## config.mk

```make
export PLATFORM = sky130hd
export DESIGN_NAME = frame_check
export DESIGN_NICKNAME = d
export VERILOG_FILES = /design/src/rtl/frame_check.sv
export SDC_FILE = /design/constraint.sdc
export NUM_CORES = 1
export LEC_CHECK = 0
export CAP_MARGIN = 20
export CELL_PAD_IN_SITES_DETAIL_PLACEMENT = 1
export CELL_PAD_IN_SITES_GLOBAL_PLACEMENT = 2
export CORE_MARGIN = 2
export CORE_UTILIZATION = 31
export DETAILED_ROUTE_END_ITERATION = 6
export PLACE_DENSITY_LB_ADDON = 0.1
export SLEW_MARGIN = 20
export SYNTH_ARGS = -nofsm -noshare
export SYNTH_HDL_FRONTEND = slang
export SYNTH_SLANG_ARGS = --single-unit
```

## constraint.sdc

```tcl
create_clock -name CLK -period 2.25 [get_ports CLK]
set_clock_uncertainty 0.2 [all_clocks]
set_input_delay 0.675 -clock CLK [delete_from_list [all_inputs] [get_ports CLK]]
set_output_delay 0.675 -clock CLK [all_outputs]
set_load 0.02 [all_outputs]
```

## src/rtl/frame_check.sv

```systemverilog
// Serial frame checker: start / DATA_WIDTH data bits LSB first / optional parity / STOP_BITS stop bits.
// Latency: outputs registered; frame_done and its error flags appear 1 cycle after the final stop strobe.
// Backpressure: none; the sampler paces the FSM via bit_valid, and cycles without a strobe hold all state.
// Optional saturating error counter enabled by defining FRAME_CHECK_ERR_CNT_EN; otherwise err_count is 0.
module frame_check #(
   parameter int DATA_WIDTH = 8,
   parameter int STOP_BITS  = 1
) (
   input  logic                  CLK,
   input  logic                  Reset,
   input  logic                  sampled_bit,
   input  logic                  bit_valid,
   input  logic                  par_en,
   input  logic                  par_type,
   output logic [DATA_WIDTH-1:0] data_out,
   output logic                  frame_done,
   output logic                  start_error,
   output logic                  parity_error,
   output logic                  stop_error,
   output logic                  busy,
   output logic [7:0]            err_count
);

   localparam int CW = $clog2(DATA_WIDTH + 1);

   typedef enum logic [1:0] {IDLE, DATA, PARITY, STOP} state_t;

   state_t                state_q, state_d;
   logic [CW-1:0]         cnt_q, cnt_d;
   logic [DATA_WIDTH-1:0] shadow_q, shadow_d;
   logic [DATA_WIDTH-1:0] data_q, data_d;
   logic                  par_en_q, par_en_d;
   logic                  par_type_q, par_type_d;
   logic                  par_err_q, par_err_d;
   logic                  stop_err_q, stop_err_d;
   logic                  done_q, done_d;
   logic                  start_out_q, start_out_d;
   logic                  par_out_q, par_out_d;
   logic                  stop_out_q, stop_out_d;
   logic                  busy_q, busy_d;
   logic                  stop_hit;

   // Next-state logic: the FSM only moves on bit_valid strobes; pulse outputs default low.
   always_comb begin
      state_d     = state_q;
      cnt_d       = cnt_q;
      shadow_d    = shadow_q;
      data_d      = data_q;
      par_en_d    = par_en_q;
      par_type_d  = par_type_q;
      par_err_d   = par_err_q;
      stop_err_d  = stop_err_q;
      done_d      = 1'b0;
      start_out_d = 1'b0;
      par_out_d   = 1'b0;
      stop_out_d  = 1'b0;
      stop_hit    = stop_err_q | ~sampled_bit;
      if (bit_valid) begin
         case (state_q)
            IDLE: begin
               if (!sampled_bit) begin
                  // Frame options are frozen here so mid-frame changes cannot corrupt the check.
                  state_d    = DATA;
                  cnt_d      = '0;
                  par_en_d   = par_en;
                  par_type_d = par_type;
                  par_err_d  = 1'b0;
                  stop_err_d = 1'b0;
               end else begin
                  start_out_d = 1'b1;
               end
            end
            DATA: begin
               shadow_d = {sampled_bit, shadow_q[DATA_WIDTH-1:1]};
               if (cnt_q == CW'(DATA_WIDTH - 1)) begin
                  cnt_d   = '0;
                  state_d = par_en_q ? PARITY : STOP;
               end else begin
                  cnt_d = cnt_q + 1'b1;
               end
            end
            PARITY: begin
               // Even parity expects the XOR of the data; odd expects its inverse.
               par_err_d = sampled_bit != ((^shadow_q) ^ par_type_q);
               cnt_d     = '0;
               state_d   = STOP;
            end
            STOP: begin
               stop_err_d = stop_hit;
               if (cnt_q == CW'(STOP_BITS - 1)) begin
                  state_d    = IDLE;
                  cnt_d      = '0;
                  done_d     = 1'b1;
                  par_out_d  = par_err_q;
                  stop_out_d = stop_hit;
                  if (!par_err_q && !stop_hit) begin
                     data_d = shadow_q;
                  end
               end else begin
                  cnt_d = cnt_q + 1'b1;
               end
            end
            default: state_d = IDLE;
         endcase
      end
      busy_d = (state_d != IDLE);
   end

   // State and registered outputs; reset wins over any strobe in the same cycle.
   always_ff @(posedge CLK) begin
      if (Reset) begin
         state_q     <= IDLE;
         cnt_q       <= '0;
         shadow_q    <= '0;
         data_q      <= '0;
         par_en_q    <= 1'b0;
         par_type_q  <= 1'b0;
         par_err_q   <= 1'b0;
         stop_err_q  <= 1'b0;
         done_q      <= 1'b0;
         start_out_q <= 1'b0;
         par_out_q   <= 1'b0;
         stop_out_q  <= 1'b0;
         busy_q      <= 1'b0;
      end else begin
         state_q     <= state_d;
         cnt_q       <= cnt_d;
         shadow_q    <= shadow_d;
         data_q      <= data_d;
         par_en_q    <= par_en_d;
         par_type_q  <= par_type_d;
         par_err_q   <= par_err_d;
         stop_err_q  <= stop_err_d;
         done_q      <= done_d;
         start_out_q <= start_out_d;
         par_out_q   <= par_out_d;
         stop_out_q  <= stop_out_d;
         busy_q      <= busy_d;
      end
   end

   assign data_out     = data_q;
   assign frame_done   = done_q;
   assign start_error  = start_out_q;
   assign parity_error = par_out_q;
   assign stop_error   = stop_out_q;
   assign busy         = busy_q;

`ifdef FRAME_CHECK_ERR_CNT_EN
   logic [7:0] err_cnt_q, err_cnt_d;

   // One increment per cycle with any error pulse, saturating at 255.
   always_comb begin
      err_cnt_d = err_cnt_q;
      if ((start_out_q || par_out_q || stop_out_q) && (err_cnt_q != 8'hFF)) begin
         err_cnt_d = err_cnt_q + 8'd1;
      end
   end

   // Error counter register.
   always_ff @(posedge CLK) begin
      if (Reset) begin
         err_cnt_q <= 8'd0;
      end else begin
         err_cnt_q <= err_cnt_d;
      end
   end

   assign err_count = err_cnt_q;
`else
   assign err_count = 8'd0;
`endif

endmodule

```

Yosys cells after proc, flatten, opt, wreduce, memory -nomap -nowiden. Cells that the tools add are included.

Add/subtract/negate cells: 1. Equality and inequality tests: 6. Mux-type cells: 15. Bitwise logic cells: 7. Reductions and logical operators: 18.

Operators with widths (count): 4-bit one-hot mux with 4 select lines (1); 4-bit 2-to-1 mux (3); 3-bit AND reduction (3); 2-bit 2-to-1 mux (4); 2-bit one-hot mux with 4 select lines (1); 8-bit XOR reduction (1); 2-bit nonzero test (3); 3-bit OR reduction (2); 1-bit inverter (5); 4-bit by 1-bit adder with 4-bit output, second input constant (1); 2-bit == test, second input constant (2); 4-bit by 3-bit == test with 1-bit output, second input constant (1); 4-bit zero test (1); 1-bit 2-to-1 mux (4); 1-bit one-hot mux with 2 select lines (2); 2-bit AND reduction (2); 4-bit AND reduction (1); 4-bit OR reduction (1); 2-bit by 1-bit == test with 1-bit output, second input constant (1); 1-bit zero test (2); 2-bit zero test (1); 2-bit inequality test, second input constant (1); 1-bit logical AND (1); 1-bit inequality test (1); other kinds (2) (2).

Flip-flop bits (word level): 31. Bits of input ports: 6. Output and inout bits: 21.

Depth between registers and ports, before layout. Gate-level depths: netlist of the first run.

Depth in word-level cells: 5. Depth in mapped cells: 6.

Worst setup path before layout of the first run. OpenSTA, ideal clock, no wires.

Kind: input-to-reg. From: input port sampled_bit. To: register par_err_q. Setup time: 0.127 ns. Data arrival time: 1.732 ns. Data required time: 1.923 ns. Path slack: 0.191 ns. Stages: 3. Buffers on the path: 0. Path through: or4b_4 and4b_1 or3b_1.

Longest elaborated chain between the ends: 2. Elaborated cells between the ends (all ways): 4.

RTL lines: start: declaration (RTL line 11) `input logic sampled_bit,`; 1-bit inequality test or 2-bit inequality test (tied branches); 1-bit one-hot mux with 2 select lines or 3-bit AND reduction (tied branches); end signal: assignment (RTL line 132) `par_err_q <= par_err_d;`; end: declaration (RTL line 34) `logic par_err_q, par_err_d;`.

Several ways; a longest one is shown, not always the timed one. A chain may end at the register's enable or synchronous reset.

Worst setup path after layout of the first run.
From: input port bit_valid. To: register par_err_q.

Longest elaborated chain between the ends: 1.

RTL lines: start: declaration (RTL line 12) `input logic bit_valid,`; 3-bit AND reduction (no line).

Every way passes these cells.

==> results.yml, run 1 <==
outcome:
  status: "complete, no violations"
final_layout:
  layout_commonest_cell: "dfxtp_1"
  mostFrequentLayoutCells: "dfxtp_1 (31), nor2_1 (24), clkdlybuf4s50_1 (17)"
  area_growth_pct: 27.46
  final_core_util_pct: 41.07
  drive_above_1_share_pct: 13.59
  fill_cells: 521
  diodes: 0
  final_cells: 236
  nNetsFinal: 191
place:
  gp_congestion: 0.7135
  dp_hpwl_mm: 2.294
  place_ws_ns: -0.2864
  portBuffers: 18
  placed_cells: 228
synth:
  async_flop_share_pct: 0
  synth.distinct_cells: 36
  avgSynthCellArea_um2: 9.355
  synthCells: 151
  ys_top_cells_by_area: "dfxtp_1 (44%), mux2i_1 (11%), nor2_1 (6.4%)"
  synth_area_um2: 1413
  synth_top_flop_cell: "dfxtp_1"
  ys_seq_area_share_pct: 43.93
  ys_warn_count: 0
  synth_top_cell_area_share_pct: 43.93
  synth-edff-count: 0
  ys_ff_latch: 31
  synth_top_area_cell: "dfxtp_1"
routing:
  drc: 0
  wl_per_cell_um: 13.16
  drtIter0Drc: 71
  vias: 1118
  viasPerCell: 4.737
  firstDrtPassIters: 4
  wl_mm: 3.106
  drtAntennaViolNets: 0
power:
  ir_worst_vdd_mv: 0.2925
  comb_power_share_pct: 10.0
  power_w: 0.001078
  pwr-share-seq_pct: 52.1
  power_density_nw_per_um2: 598.6
  leakage_nw: 0.8265
  p_sw_share_pct: 23.67
  intPower_w: 0.0008226
  power_switching_w: 0.0002551
  p_clk_share_pct: 37.9
sta:
  tns_ns: 0
  period_needed_ns: 2.229
  finalHoldViolations: 0
  finalMaxSlewViolations: 0
  final.setup.worst_slack_ns: 0.02105
  setup_viol: 0
  max_freq_ghz: 0.4486
  rsz0062_at_grt: "false"
  timing.final.crit_share_pct: 99.06
min_path:
  hp-class: "register to register"
clock_network:
  postCtsSetupBuffers: 0
  cts_max_level: 2
  clock_sinks: 31
  clockBufferDepth: 2
  cts_buffers: 5
  cts_tree: "done"
  cts-root-buf: "clkbuf_8"
  clkLatencyLatePin_ns: 0.27
  clk_pin_slew_ns: 0.06
die:
  initial_core_util_pct: 32.22
  core-area_um2: 4384
  die_h_um: 71.51
  rows: 24
  design.die.area_um2: 5113
  fp.dieW_um: 71.51
  design.portCount: 27
critical_path:
  crit_path_start_kind: "input port"
  crit_chain: "clkdlybuf4s50_1, or4b_4, and4b_1, or3b_1"
  worstPathRequired_ns: 2.21
  cp_top_family: "simple AND/OR/NAND/NOR gates"
  worstPathArrival_ns: 2.19
  worstSetupPathType: "input port to register"
  crit_path_max_fanout: 2
  max_stage_delay_ns: 0.49
  crit_path_top_delay_cell: "clkdlybuf4s50_1"
  crit_buf_inv: 1
  cp-end-kind: "register"
job:
  max_cap_viol_count: 0
global_route:
  grt_pass1_wl_mm: 5.354
  grt_pass1_vias: 1084
  grt_max_degree: 16
  overflow: 0
  grt_antenna_before_repair: 0
  grt_usage_pct: 13.51
==> path summary, 6_finish.rpt <==
check	startpoint	to	slack, ns	cells past startpoint
worst min register to register	par_en_q	par_en_q	0.27	2
worst max-delay path	bit_valid	par_err_q	0.02	4
worst max register to register	cnt_q[0]	busy	0.32	5
worst min-delay path	par_en_q	par_en_q	0.27	2
==> flip-flops by register name, summed over array words and instances (netlist names) <==
name and flops:
par_en_q 1, par_err_q 1, start_error 1, state_q 2, shadow_q 8, data_out 8, stop_error 1, par_type_q 1
frame_done 1, parity_error 1, cnt_q 4, stop_err_q 1, busy 1
==> per-stage QoR <==
stage / instance area [µm²] / hold WS, ns
floorplan: 1439 / 0.2314
detailed placement: 1717 / 0.2676
global placement: 1717 / 0.2712
finish: 1800 / 0.2715
global route: 1800 / 0.3051
CTS: 1798 / 0.2834
==> routing by layer <==
layer | up-vias | share of wire (%) | track usage [%]
met3 | 2 | 3.2 | 3.938
met5 | - | 0 | 0
met2 | 16 | 47 | 20.58
met4 | 0 | 1.1 | 5.660
met1 | 533 | 48 | 17.93
li1 | 567 | - | -
==> repair_timing <==
item	CTS	global route
hold buffers	0	0
setup endpoints to repair	0	1
endpoints found under the hold margin	0	0
resized for setup	0	1
==> power by group through the flow <==
stage               registers (W)  clock network, W  logic [W]
finish                   0.000561          0.000408   0.000108
global route             0.000562          0.000458   0.000119
CTS                      0.000561          0.000430   0.000109
detailed placement       0.000574                 0   0.000109
global placement         0.000574                 0   0.000107
floorplan                0.000576                 0  0.0000714
==> final cells by class <==
class,instances,area [µm²],area share (%)
Multi-Input combinational cell,110,721.9,40.10
Timing Repair Buffer,32,300.3,16.68
Clock inverter,1,5.005,0.2780
Clock buffer,7,76.32,4.239
Sequential cell,31,620.6,34.47
Tap cell,52,65.06,3.614
Inverter,3,11.26,0.6254
==> worst min-delay path: stages (launching register included) <==
cell and delay, ns:
dfxtp_1 0.32, nand2_1 0.05, a21oi_1 0.05
==> cells in the mapped netlist, drive strengths merged (2+ instances only) <==
cell type  count
buf           10
a211oi         2
xor2           2
or3b           2
inv            3
nand2         10
o21ai          5
mux2i         16
xnor2          4
nor3           2
nand3          4
or4b           3
nor3b          2
nor2          24
ha             2
nand2b         2
a21oi          7
dfxtp         31
clkbuf         4
nor2b          3
==> cell families (layout without fill, tap and decap cells) <==
family          count (synthesis)  in the layout  share of synthesized area (%)
mux                            16             16                          11.34
compound gates                 18             18                          7.794
simple gates                   59             59                          22.77
flops                          31             31                          43.93
fa+ha+maj                       2              2                          1.771
buf+inv                        17             43                          6.820
xor+xnor                        7              7                          5.314
other cells                     1              8                         0.2655
Power figures use the tool's default switching activity.
==> inputs of run 2 (changes only) <==
--- a/config.mk
+++ b/config.mk
@@ -16,3 +16,4 @@
 export SYNTH_ARGS = -nofsm -noshare
 export SYNTH_HDL_FRONTEND = slang
 export SYNTH_SLANG_ARGS = --single-unit
+export TNS_END_PERCENT = 50
==> results of run 2 <==
The final DEF is identical to that of run 1; final timing and power are the same.
==> inputs of run 3 (changes only) <==
--- a/config.mk
+++ b/config.mk
@@ -5,12 +5,14 @@
 export SDC_FILE = /design/constraint.sdc
 export NUM_CORES = 1
 export LEC_CHECK = 0
-export CAP_MARGIN = 20
+export CAP_MARGIN = 5
 export CELL_PAD_IN_SITES_DETAIL_PLACEMENT = 1
 export CELL_PAD_IN_SITES_GLOBAL_PLACEMENT = 2
 export CORE_MARGIN = 2
 export CORE_UTILIZATION = 31
 export DETAILED_ROUTE_END_ITERATION = 6
+export GPL_ROUTABILITY_DRIVEN = 1
+export HOLD_SLACK_MARGIN = 0.08
 export PLACE_DENSITY_LB_ADDON = 0.1
 export SLEW_MARGIN = 20
 export SYNTH_ARGS = -nofsm -noshare
==> results of run 3 <==
The final DEF is identical to that of run 1; final timing and power are the same.
